[config.mk]
export PLATFORM = sky130hd
export DESIGN_NAME = adder_arbiter
export DESIGN_NICKNAME = d
export VERILOG_FILES = /design/src/rtl/adder_arbiter.sv
export SDC_FILE = /design/constraint.sdc
export NUM_CORES = 1
export LEC_CHECK = 0
export CORE_MARGIN = 1.5
export CORE_UTILIZATION = 38
export DETAILED_ROUTE_END_ITERATION = 8
export PLACE_DENSITY = 0.76
export SETUP_SLACK_MARGIN = 0.2
export SLEW_MARGIN = 5
export SYNTH_ARGS = -nofsm -noshare
export SYNTH_HDL_FRONTEND = slang
export SYNTH_SLANG_ARGS = --single-unit
[constraint.sdc]
create_clock -name clk -period 3.4 [get_ports clk]
set_clock_uncertainty 0.15 [all_clocks]
set_input_delay 0.68 -clock clk [delete_from_list [all_inputs] [get_ports clk]]
set_output_delay 0.68 -clock clk [all_outputs]
set_load 0.01 [all_outputs]
[src/rtl/adder_arbiter.sv]
`default_nettype none
// ============================================================================
// Module   : adder_arbiter
// Brief    : Round-robin arbiter sharing one adder among NREQ requesters,
//            with a single-entry registered response and an op counter.
// Revision : 1.0 - initial release
// ============================================================================
module adder_arbiter #(
    parameter int WIDTH  = 8,
    parameter int SWIDTH = 9,
    parameter int NREQ   = 4
) (
    input  logic                      clk,
    input  logic                      rst_n,
    input  logic                      en,
    input  logic [NREQ-1:0]           req_valid,
    input  logic [NREQ*WIDTH-1:0]     req_x,
    input  logic [NREQ*WIDTH-1:0]     req_y,
    input  logic [NREQ-1:0]           req_cin,
    output logic [NREQ-1:0]           req_ready,
    output logic                      rsp_valid,
    input  logic                      rsp_ready,
    output logic [$clog2(NREQ)-1:0]   rsp_id,
    output logic [SWIDTH-1:0]         rsp_sum,
    output logic                      rsp_zero,
    output logic [15:0]               op_count
);

    localparam int IDW = $clog2(NREQ);
    localparam logic [IDW-1:0] c_last_id = IDW'(NREQ - 1);

    logic [WIDTH-1:0]  w_x [NREQ];
    logic [WIDTH-1:0]  w_y [NREQ];

    logic              r_rsp_valid;
    logic [SWIDTH-1:0] r_rsp_sum;
    logic [IDW-1:0]    r_rsp_id;
    logic              r_rsp_zero;
    logic [15:0]       r_op_count;
    logic [IDW-1:0]    r_ptr;

    logic              w_slot_free;
    logic              w_gnt_any;
    logic [IDW-1:0]    w_gnt_idx;
    logic [IDW-1:0]    w_scan_idx;
    logic [NREQ-1:0]   w_req_ready;
    logic [SWIDTH-1:0] w_sum;

    genvar gi;
    generate
        for (gi = 0; gi < NREQ; gi++) begin : g_unpack
            assign w_x[gi] = req_x[gi*WIDTH +: WIDTH];
            assign w_y[gi] = req_y[gi*WIDTH +: WIDTH];
        end
    endgenerate

    assign w_slot_free = ~r_rsp_valid | rsp_ready;

    // Scan upward from r_ptr with wrap; the first valid requester wins.
    always_comb begin
        w_gnt_any   = 1'b0;
        w_gnt_idx   = '0;
        w_scan_idx  = '0;
        w_req_ready = '0;
        if (en && w_slot_free) begin
            for (int k = 0; k < NREQ; k++) begin
                w_scan_idx = IDW'((int'(r_ptr) + k) % NREQ);
                if (!w_gnt_any && req_valid[w_scan_idx]) begin
                    w_gnt_any = 1'b1;
                    w_gnt_idx = w_scan_idx;
                end
            end
        end
        if (w_gnt_any) begin
            w_req_ready = NREQ'(1) << w_gnt_idx;
        end
    end

    assign w_sum = SWIDTH'(w_x[w_gnt_idx]) + SWIDTH'(w_y[w_gnt_idx])
                 + SWIDTH'(req_cin[w_gnt_idx]);

    always_ff @(posedge clk or negedge rst_n) begin
        if (!rst_n) begin
            r_rsp_valid <= 1'b0;
            r_rsp_sum   <= '0;
            r_rsp_id    <= '0;
            r_rsp_zero  <= 1'b0;
            r_op_count  <= '0;
            r_ptr       <= '0;
        end else if (w_gnt_any) begin
            // Accept may coincide with consume: reload without a bubble.
            r_rsp_valid <= 1'b1;
            r_rsp_sum   <= w_sum;
            r_rsp_id    <= w_gnt_idx;
            r_rsp_zero  <= (w_sum == '0);
            r_ptr       <= (w_gnt_idx == c_last_id) ? '0 : w_gnt_idx + 1'b1;
            if (r_op_count != 16'hFFFF) begin
                r_op_count <= r_op_count + 16'd1;
            end
        end else if (rsp_ready) begin
            r_rsp_valid <= 1'b0;
        end
    end

    assign req_ready = w_req_ready;
    assign rsp_valid = r_rsp_valid;
    assign rsp_sum   = r_rsp_sum;
    assign rsp_id    = r_rsp_id;
    assign rsp_zero  = r_rsp_zero;
    assign op_count  = r_op_count;

endmodule
`default_nettype wire

==> results.yml <==
worst_setup_path:
  startpoint_type: "input pin"
  critPathCaptureType: "register"
  crit_arrival_ps: 3600
  path_cells: "buf_6 -> or4_4 -> nand3_4 -> nor3_4 -> buf_12 -> buf_4 -> buf_16 -> mux2i_1 -> mux2i_1 -> ha_1 -> and3_4 -> a2111oi_4 -> a21oi_2 -> xor2_1 -> mux2_2"
  critPathTopFamily: "simple AND/OR/NAND/NOR gates"
  crit_type: "in -> reg"
  critPathMaxFanout: 8
  critPathMaxStageDelay_ps: 550
  worstPathRequired_ps: 3410
  r2r_slack_ps: -150
  crit_path_top_delay_cell: "or4_4"
  path_common_cell: "mux2i_1"
  crit_buf_inv: 4
synth:
  synth_seq_area_share: 0.325
  syn_nets: 330
  async_flop_share: 1.00
  synth_edf_count: 0
  syn_avg_cell_area_sq_um: 9.96
  syn_area_sq_um: 2390
  synthFlopType: "dfrtp_1"
  synth-seq-cells: 31
  synthDistinctLibCells: 39
  ys.warnings.count: 0
  synthCells: 240
place:
  gp_congestion: 0.806
  port-buffer-count: 108
  dp_hpwl_mm: 4.83
  dpl.cell_count: 442
power:
  total_power_uw: 2070
  max-vdd-ir-drop_uv: 407
  cellPowerDensity_nw_per_um2: 514
  p_leak_uw: 0.00175
grt:
  antenna_found_initial: 0
  grt_pass1_vias: 2384
  grt_first_pass_wirelength_mm: 10.2
  grt-ovfl-total: 0
  grt_max_degree: 32
  grt_util_all_layers: 0.193
floorplan:
  die_w_microns: 82.3
  die_area_sq_um: 6770
  initial_core_util: 0.399
  io_pins: 109
  fp.coreArea_sq_um: 5990
  die_h_microns: 82.3
  rows: 28
timing:
  rsz0062_at_grt: "true"
  max-slew-margin-rel: 0.737
  fmax_mhz: 279
  worst_slack_ps: -187
  worstMarginPinSlew_ps: 395
  slew_viol_final: 0
  fin_crit_sh: 1.06
  period_needed_ps: 3590
  hold_viol_final: 0
  tns_ps: -651
  setup-violations-final: 6
cells_and_area:
  final_cell_mix: "clkdlybuf4s50_1 (98), mux2i_1 (47), dfrtp_1 (31), buf_4 (30), nand2_1 (25)"
  areaGrowthSynthToFinish_pct: 68.7
  num_antenna_cells: 0
  instances_no_fill: 455
  fillerInstances: 473
  drive_above_1_share: 0.192
  layout_commonest_cell: "clkdlybuf4s50_1"
  nNetsFinal: 470
clock_network:
  numCtsBuffers: 5
  cts_max_path_buffers: 2
  path_clk_slew_ps: 60
  htree_num_levels: 2
  cts_tree: "yes"
  cts.sinks: 31
  root_buffer: "clkbuf_8"
  clock_latency_ps: 270
status:
  violations: "negative setup slack"
  status: "finished with violations"
detailed_routing:
  routedWlPerCell_microns: 13.4
  first_pass_iters: 4
  drt_iter0_drc: 77
  wirelength_mm: 6.11
  vias_per_cell: 4.96
  ant_nets: 0
  vias: 2256
  drc_errors: 0
worst_hold_path:
  hp-class: "reg -> reg"
job:
  max_cap_viol_count: 0
## synth_stat cells, types with 2 or more instances
cell type	count	area share
o21ai_0	12	0.025
nor2b_1	2	0.0052
mux2_2	6	0.028
dfrtp_1	31	0.32
a21oi_1	5	0.010
ha_1	12	0.063
mux2i_1	48	0.20
nor3_1	4	0.0084
and3_1	7	0.018
clkbuf_1	2	0.0031
xnor2_1	14	0.051
nand2b_1	5	0.013
buf_6	3	0.014
nand2_1	25	0.039
and2_1	5	0.013
nand4_1	6	0.016
a31oi_1	2	0.0052
buf_2	2	0.0042
o21a_1	2	0.0063
inv_1	5	0.0079
fa_1	2	0.017
nor2_2	2	0.0052
nand3_1	8	0.017
nor2_1	9	0.014
xor2_1	6	0.022
a21o_1	2	0.0063
## state kept, by name (all words and copies together), names as in the netlist
register,flops
r_ptr,2
rsp_valid,1
op_count,16
rsp_sum,9
rsp_zero,1
rsp_id,2
## report_power, final
| part | switching, uW | internal (uW) |
|---|---|---|
| Clock | 123 | 214 |
| Sequential | 84.0 | 471 |
| Combinational | 493 | 689 |
| Total | 700 | 1370 |
## cell type report
class                      instances  area (sq um)  share of cell area
clock buffer                       6          72.6              0.0180
clock inverter                     1          30.0             0.00745
inverter                           5          18.8             0.00465
multi-input combinational        195          1640               0.407
sequential                        31           776               0.192
tap                               75          93.8              0.0233
timing repair buffer             142          1400               0.347
## cell families after synthesis
group	synth area share
AOI/OAI and AO/OA	0.0869
muxes	0.229
and+or+nand+nor	0.165
adders and majority gates	0.0796
DFF	0.325
buffers and inverters	0.0408
xor gates and xnor gates	0.0733
## routing by layer
| layer | track usage | share of wire | vias to the layer above |
|---|---|---|---|
| li1 | - | - | 1139 |
| met1 | 0.212 | 0.40 | 1026 |
| met2 | 0.368 | 0.52 | 84 |
| met3 | 0.0495 | 0.075 | 7 |
| met4 | 0.0407 | 0.0097 | 0 |
| met5 | 0 | 0 | - |
## tightest hold or removal path: cells and delay by family, from the launching register on
kind	cells	cell delay (ps)
simple gates	2	100
flops	1	340
## stage by stage
| stage | instance area, sq um | worst slack, ps | hold WS (ps) | utilization |
|---|---|---|---|---|
| floorplan | 2410 | -380 | 234 | - |
| global placement | 3760 | -840 | 312 | 0.627 |
| detailed placement | 3760 | -919 | 314 | 0.627 |
| CTS | 3960 | -313 | 329 | 0.661 |
| global route | 4030 | -339 | 360 | 0.673 |
| finish | 4030 | -187 | 323 | 0.673 |
## what timing repair did
action,CTS,global route
resized for setup,35,16
hold buffers,0,0
setup buffers,3,2
gates cloned,1,0
endpoints found under the setup margin,13,12
endpoints found under the hold margin,0,0
pin swaps,15,13
## path summary, 6_finish.rpt
check                             startpoint         end  cells past startpoint
worst max-delay path            req_valid[1]  rsp_sum[7]                     15
worst min-delay path               rsp_id[0]   rsp_id[0]                      2
worst max register to register      r_ptr[1]  rsp_sum[7]                     13
worst min register to register     rsp_id[0]   rsp_id[0]                      2
max in group asynchronous              rst_n    r_ptr[0]                      2
min in group asynchronous              rst_n    r_ptr[1]                      2
No activity file was read; power rests on OpenSTA's default activity.
